File: src/rtl/fp32_add_issue.sv
// Issue stage for a free-running fp32 adder: credit-gated operand accept, valid tracking, result FIFO.
// Optional feature macro FP32_ADD_ISSUE_EXC_EN adds a stored exponent-all-ones flag (out_exc).
module fp32_add_issue #(
  parameter int unsigned DEPTH = 8,
  parameter int unsigned LAT   = 5
) (
  input  logic        clk,
  input  logic        rst,
  input  logic        in_valid,
  output logic        in_ready,
  input  logic [31:0] in_a,
  input  logic [31:0] in_b,
  output logic        add_en,
  output logic [31:0] add_x1,
  output logic [31:0] add_x2,
  input  logic [31:0] add_y,
  output logic        out_valid,
  input  logic        out_ready,
  output logic [31:0] out_sum,
`ifdef FP32_ADD_ISSUE_EXC_EN
  output logic        out_exc,
`endif
  output logic        busy
);

  localparam int unsigned PW = (DEPTH > 1) ? $clog2(DEPTH) : 1;
  localparam int unsigned CW = PW + 1;
`ifdef FP32_ADD_ISSUE_EXC_EN
  localparam int unsigned W = 33;
`else
  localparam int unsigned W = 32;
`endif

  logic [LAT-1:0] r_vld_sr;
  logic [PW-1:0]  r_wptr;
  logic [PW-1:0]  r_rptr;
  logic [CW-1:0]  r_count;
  // Credits in use: results in flight plus results queued; bounds the FIFO fill.
  logic [CW-1:0]  r_used;
  logic [W-1:0]   r_mem [DEPTH];

  logic           w_fire;
  logic           w_cap;
  logic           w_pop;
  logic [W-1:0]   w_wdata;

  assign add_en   = 1'b1;
  assign add_x1   = in_a;
  assign add_x2   = in_b;

  assign in_ready = !rst && (r_used < CW'(DEPTH));
  assign w_fire   = in_valid & in_ready;
  assign w_cap    = r_vld_sr[LAT-1];
  assign w_pop    = out_valid & out_ready;

`ifdef FP32_ADD_ISSUE_EXC_EN
  assign w_wdata  = {add_y[30:23] == 8'hFF, add_y};
  assign out_exc  = r_mem[r_rptr][32];
`else
  assign w_wdata  = add_y;
`endif

  assign out_valid = (r_count != '0);
  assign out_sum   = r_mem[r_rptr][31:0];
  assign busy      = (r_used != '0);

  generate
    if (LAT == 1) begin : g_sr_one
      always_ff @(posedge clk) begin
        if (rst) r_vld_sr <= '0;
        else     r_vld_sr <= w_fire;
      end
    end else begin : g_sr_multi
      always_ff @(posedge clk) begin
        if (rst) r_vld_sr <= '0;
        else     r_vld_sr <= {r_vld_sr[LAT-2:0], w_fire};
      end
    end
  endgenerate

  always_ff @(posedge clk) begin
    if (rst) begin
      r_wptr  <= '0;
      r_rptr  <= '0;
      r_count <= '0;
      r_used  <= '0;
    end else begin
      if (w_cap) r_wptr <= r_wptr + 1'b1;
      if (w_pop) r_rptr <= r_rptr + 1'b1;

      case ({w_cap, w_pop})
        2'b10:   r_count <= r_count + 1'b1;
        2'b01:   r_count <= r_count - 1'b1;
        default: r_count <= r_count;
      endcase

      // A capture only moves a credit from in-flight to queued, so it does not change r_used.
      case ({w_fire, w_pop})
        2'b10:   r_used <= r_used + 1'b1;
        2'b01:   r_used <= r_used - 1'b1;
        default: r_used <= r_used;
      endcase
    end
  end

  always_ff @(posedge clk) begin
    if (!rst && w_cap) r_mem[r_wptr] <= w_wdata;
  end

endmodule

File: config.mk
export PLATFORM = sky130hd
export DESIGN_NAME = fp32_add_issue
export DESIGN_NICKNAME = d
export VERILOG_FILES = /design/src/rtl/fp32_add_issue.sv
export SDC_FILE = /design/constraint.sdc
export NUM_CORES = 1
export LEC_CHECK = 0
export ABC_AREA = 1
export CORE_AREA = 2 2 185 187
export DETAILED_ROUTE_END_ITERATION = 6
export DIE_AREA = 0 0 187 189
export PLACE_DENSITY = 0.66
export SYNTH_ARGS = -nofsm -noshare
export SYNTH_HDL_FRONTEND = slang
export SYNTH_SLANG_ARGS = --single-unit
export TNS_END_PERCENT = 5
File: constraint.sdc
create_clock -name clk -period 3 [get_ports clk]
set_input_delay 0.45 -clock clk [delete_from_list [all_inputs] [get_ports clk]]
set_output_delay 0.45 -clock clk [all_outputs]
set_load 0.01 [all_outputs]
==> impl_metrics.toml, run 1 <==
[routing]
via_count = 7069
dr.pass1.iters = 7
ant_nets = 0
route.detailed.drc = 2
avgRoutedWirePerCell_um = 18.0
routed_wl_mm = 26.3
drtIter0Drc = 430
viasPerCell = 4.84

[die]
start_util_pct = 34.7
dieArea_sq_um = 35300
floorplan.die.width_um = 187
coreArea_sq_um = 33300
num_rows = 67
die_y_um = 189
ioPinCount = 200

[power_and_ir_drop]
max-vdd-ir-drop_mv = 0.598
seq_power_share_pct = 40.6
power_switching_w = 0.00322
netSwitchingFraction_pct = 29.8
p_int_w = 0.00757
power_density_nw_per_um2 = 809
p_leak_nw = 4.57
power_frac_comb_pct = 28.3
clkPwrFrac_pct = 31.1
p_total_w = 0.0108

[grt]
overflow = 0
track_usage_pct = 14.4
grt_pass1_vias = 7054
antenna_found_initial = 0
grt_pass1_wl_mm = 40.1
grt_max_degree = 71

[yosys]
synth_top_cell_area_share_pct = 66.6
synth.most_common_cell = "edfxtp_1"
syn-num-nets = 1079
synth_edf_count = 256
yosys.area.top_type = "edfxtp_1"
syn_area_sq_um = 11500
synthesis.instances = 973
ys_warn_count = 0
avgSynthCellArea_sq_um = 11.9
async_reset_ff_share_pct = 0
synth_seq_area_share_pct = 70.4
synth_cell_types = 23
synth_seq_cells = 278
synth_area_leaders = "edfxtp_1, nor2_1, o21ai_0"
synth_ff_type = "edfxtp_1"
synth_common_cells = "edfxtp_1, nor2_1, nand2_1, o21ai_0, buf_4"

[timing]
timing.final.crit_share_pct = 97.8
finClkSkew_ps = 9.14
period_needed_ps = 2930
setup_tns_ps = 0
setup_ws_ps = 65.7
max_freq_mhz = 341
final_max_slew_viol_count = 0
grt_setup_unrepaired = "true"
hold_viol_final = 0
setup_viol = 0

[worst_setup_path]
critPathRequiredTime_ps = 2550
critPathKind = "flip-flop to output pin"
crit_path_start_kind = "flip-flop"
endpoint_kind = "output pin"
cp_max_fo = 58
arrival_ps = 2480

[finish]
num_antenna_cells = 0
fill_cells = 3119
multi_input_area_sq_um = 2540
area_growth_pct = 15.6
layout.nets = 1100
seq_area_sq_um = 8130
final_cells = 1462
final_cell_area_sq_um = 13300
drive_above_1_share_pct = 9.27

[min_path]
hp-class = "flip-flop to flip-flop"

[place]
place_ws_ps = 445
place_inst = 1409
post_dp_cell_area_sq_um = 12300
port_buffers = 70
place_congestion = 0.742
dpl.hpwl_mm = 15.6

[clocking]
cts_buffers = 27
cts.clk_slew.worst_paths_ps = 60
clk_path_buf_depth = 3
cts_tree = "built"
cts.sinks = 278
clkLatencyLatePin_ps = 530
cts-root-buf = "clkbuf_16"
htree_levels = 1

[run_status]
status = "finished with violations"
failed_checks = "design-rule violations"

[run]
cap_violations = 0
[path summary, 6_finish.rpt]
kind / end / cells past startpoint / start / slack [ps]
worst max-delay path: out_sum[4] / 6 / flip-flop / 70
worst min-delay path: r_vld_sr[2]$_SDFF_PP0_ / 2 / r_vld_sr[1]$_SDFF_PP0_ / 410
worst max register to register: r_mem[6][6]$_DFFE_PP_ / 5 / r_vld_sr[4]$_SDFF_PP0_ / 1000
worst min register to register: r_vld_sr[2]$_SDFF_PP0_ / 2 / r_vld_sr[1]$_SDFF_PP0_ / 410
[critical path, cell delays in order, from the launching register on]
cell             delay, ps
dfxtp_4                450
buf_12                 280
o21ai_0                130
o21ai_1                120
a21oi_1                 50
a31oi_1                280
clkdlybuf4s50_1        610
[registers in the layout, summed over array words and instances (netlist names), named ones only]
| signal | flops |
|---|---|
| r_mem | 256 |
| r_vld_sr | 5 |
| r_count | 4 |
| r_used | 4 |
| r_rptr | 3 |
| r_wptr | 3 |
[power by group through the flow]
stage               Combinational (W)  Clock (W)  Sequential [W]
finish                        0.00305    0.00336         0.00438
global route                  0.00337    0.00359         0.00439
CTS                           0.00303    0.00342         0.00437
detailed placement            0.00299          0         0.00445
global placement              0.00294          0         0.00444
floorplan                     0.00195          0         0.00442
[layout by cell type (no fill, tap or decap), types with 2 or more instances in the layout]
master           count
bufinv_16            3
buf_6                3
nand4_1              4
dlymetal6s2s_1       2
a31oi_2              2
inv_2                2
clkinv_2             6
nand3_1             12
a31oi_1             30
clkbuf_16           28
edfxtp_1           256
clkbuf_1             4
o21ai_1             15
nor2_1             181
clkdlybuf4s50_1     68
o21ai_0            121
clkinvlp_4           3
a21oi_1             42
inv_1               25
ha_1                 6
nor2_4               8
buf_12               6
buf_4               24
xor2_1               3
dfxtp_1             20
nand2_1            123
nor3_1               2
clkbuf_8             4
clkinv_1             5
[logic make-up after synthesis]
logic type | Yosys count | share of synthesized area, %
and+or+nand+nor | 331 | 11.0
DFF | 278 | 70.4
AOI/OAI and AO/OA | 210 | 9.45
buffers and inverters | 144 | 8.19
adders and majority gates | 6 | 0.650
xor gates and xnor gates | 3 | 0.228
other | 1 | 0.0325
[metal layers]
metal  share of wire, %  global-route usage [%]  up-vias
met5                  0                       0        -
met4                3.4                    5.95        0
met3                5.2                    1.93      101
met2                 50                    25.2      205
met1                 42                    17.9     3385
li1                   -                       -     3378
[timing repair]
item / 4_1_cts / 5_1_grt
hold buffers: 0 / 0
gates cloned: 0 / 1
endpoints found under the setup margin: 20 / 19
gates resized for setup: 6 / 10
setup buffers: 3 / 0
pin swaps: 0 / 0
[cell type report]
| class | instances | share of cell area [%] |
|---|---|---|
| clock buffers | 35 | 5.59 |
| clock inverters | 14 | 1.10 |
| inverters | 31 | 0.956 |
| multi-input cells | 551 | 19.0 |
| flip-flops and latches | 278 | 60.9 |
| well taps | 448 | 4.20 |
| repair buffers | 105 | 8.18 |
[stage by stage]
step           util, %  hold slack (ps)
2_1_floorplan        -              388
3_3_place_gp      37.1              389
3_5_place_dp      37.1              397
4_1_cts           39.9              405
5_1_grt           40.1              438
6_report          40.1              406
(Power assumes the default switching activity.)
==> run 2, diff against run 1 <==
--- a/config.mk
+++ b/config.mk
@@ -8,5 +8,5 @@
 export ABC_AREA = 1
-export CORE_AREA = 2 2 185 187
+export CORE_AREA = 2 2 195 178
 export DETAILED_ROUTE_END_ITERATION = 6
-export DIE_AREA = 0 0 187 189
+export DIE_AREA = 0 0 197 180
 export PLACE_DENSITY = 0.66
--- a/constraint.sdc
+++ b/constraint.sdc
@@ -3,2 +3,2 @@
 set_output_delay 0.45 -clock clk [all_outputs]
-set_load 0.01 [all_outputs]
+set_load 0.005 [all_outputs]
==> run 2 against run 1 <==
Compared with the run above: the run now ends clean; combinational power about the same; clock skew rose by 14 ps; utilization increased by 0.081 points; register-to-register slack about the same; routed wire length grew 3.8%; first-iteration DRC count increased by 50%; maximum frequency rose by 1.7%; sequential power barely moved; sequential cell count is the same; critical endpoint is now out_sum[25]; largest power group unchanged; highest routed layer is now met5.
==> impl_metrics.toml, run 2 (same netlist as run 1, synthesis figures left out) <==
[timing]
setup_viol = 0
period_needed_ps = 2890
timing.final.crit_share_pct = 96.2
max_freq_mhz = 346
finClkSkew_ps = 23.1
hold_viol_final = 0
grt_setup_unrepaired = "false"
worst_pin_slew_ps = 505
max_slew_margin_pct = 66.3
final_max_slew_viol_count = 0
setup_tns_ps = 0
setup_ws_ps = 113

[finish]
layout.nets = 1103
top_regs = "r_mem (256), r_vld_sr (5)"
drive_above_1_share_pct = 9.31
largest-register = "r_mem"
largest_reg_flops = 256
final_common_cell = "edfxtp_1"
fill_cells = 3134
seq_area_sq_um = 8130
num_antenna_cells = 0
final_cell_area_sq_um = 13500
multi_input_area_sq_um = 2550
final_cell_mix = "edfxtp_1, nor2_1, nand2_1, o21ai_0, clkdlybuf4s50_1"
area_growth_pct = 16.5

[power_and_ir_drop]
netSwitchingFraction_pct = 30.2
clkPwrFrac_pct = 30.6
power_switching_w = 0.00325
p_leak_nw = 4.60
p_int_w = 0.00750
power_frac_comb_pct = 28.5
seq_power_share_pct = 40.9
p_total_w = 0.0108
max-vdd-ir-drop_mv = 0.383
power_density_nw_per_um2 = 799

[grt]
grt_pass1_wl_mm = 40.9
grt_pass1_vias = 7029
overflow = 0
track_usage_pct = 14.8
grt_max_degree = 65
antenna_found_initial = 1

[worst_setup_path]
endpoint_kind = "output pin"
arrival_ps = 2440
critPathRequiredTime_ps = 2550
cp_max_fo = 32
critPathKind = "flip-flop to output pin"
crit_path_start_kind = "flip-flop"

[die]
num_rows = 64
start_util_pct = 34.5
die_y_um = 180
ioPinCount = 200
floorplan.die.width_um = 197
dieArea_sq_um = 35500
coreArea_sq_um = 33500

[routing]
drtIter0Drc = 647
dr.pass1.iters = 5
routed_wl_mm = 27.3
ant_nets = 0
viasPerCell = 4.88
avgRoutedWirePerCell_um = 18.8
route.detailed.drc = 0
via_count = 7067

[clocking]
postCtsHoldBufs = 0
clk_path_buf_depth = 3
cts.clk_slew.worst_paths_ps = 60
cts_tree = "built"
cts.sinks = 278
cts_buffers = 29
htree_levels = 1
clkLatencyLatePin_ps = 550
cts-root-buf = "clkbuf_16"

[place]
place_ws_ps = 519
place_congestion = 0.735
post_dp_cell_area_sq_um = 12400
port_buffers = 70
dpl.hpwl_mm = 15.6

[run_status]
status = "completed"

[run]
cap_violations = 0

[min_path]
hp-class = "flip-flop to flip-flop"
-- run 2: final timing paths --
kind	from	end	slack, ps	cells after the start
worst max-delay path	flip-flop	out_sum[25]	110	7
worst min-delay path	r_vld_sr[1]$_SDFF_PP0_	r_vld_sr[2]$_SDFF_PP0_	400	2
worst max register to register	r_count[1]$_SDFFE_PP0P_	r_count[1]$_SDFFE_PP0P_	1010	9
worst min register to register	r_vld_sr[1]$_SDFF_PP0_	r_vld_sr[2]$_SDFF_PP0_	400	2
-- run 2: area by class of cell --
cell class | count | area share, %
clock buffers | 35 | 5.56
clock inverters | 19 | 0.902
inverters | 31 | 0.995
multi-input cells | 551 | 19.0
flip-flops and latches | 278 | 60.5
well taps | 429 | 3.99
repair buffers | 106 | 9.09
-- run 2: worst max-delay path: stages, from the launching register on --
cell	delay [ps]
dfxtp_4	460
buf_4	170
clkbuf_16	210
nand2_1	70
nand2_1	70
a21oi_1	60
a31oi_1	280
clkdlybuf4s50_1	570
-- run 2: power groups by stage --
stage	logic, W	clock network [W]	registers [W]
final	0.00306	0.00329	0.00440
after global routing	0.00340	0.00351	0.00441
after CTS	0.00291	0.00337	0.00438
after detailed placement	0.00287	0	0.00446
after global placement	0.00283	0	0.00445
after floorplan	0.00181	0	0.00442
-- run 2: timing repair --
item,CTS,global route
hold endpoints to repair,0,0
buffers inserted,0,2
resized for setup,6,11
gates cloned,0,3
endpoints found under the setup margin,14,17
-- run 2: through the flow --
step                      cells  util (%)  hold slack (ps)
after floorplan             973         -              388
after global placement     1390      37.1              390
after detailed placement   1390      37.1              396
after CTS                  1444      39.7              405
after global routing       1449      40.2              424
final                      1449      40.2              400
-- run 2: layer usage --
| metal | track usage [%] | vias up | wire, um |
|---|---|---|---|
| met4 | 6.50 | 2 | 1220 |
| li1 | - | 3395 | - |
| met3 | 2.65 | 96 | 1560 |
| met1 | 19.5 | 3401 | 11900 |
| met5 | 0 | - | 16 |
| met2 | 23.9 | 173 | 12600 |
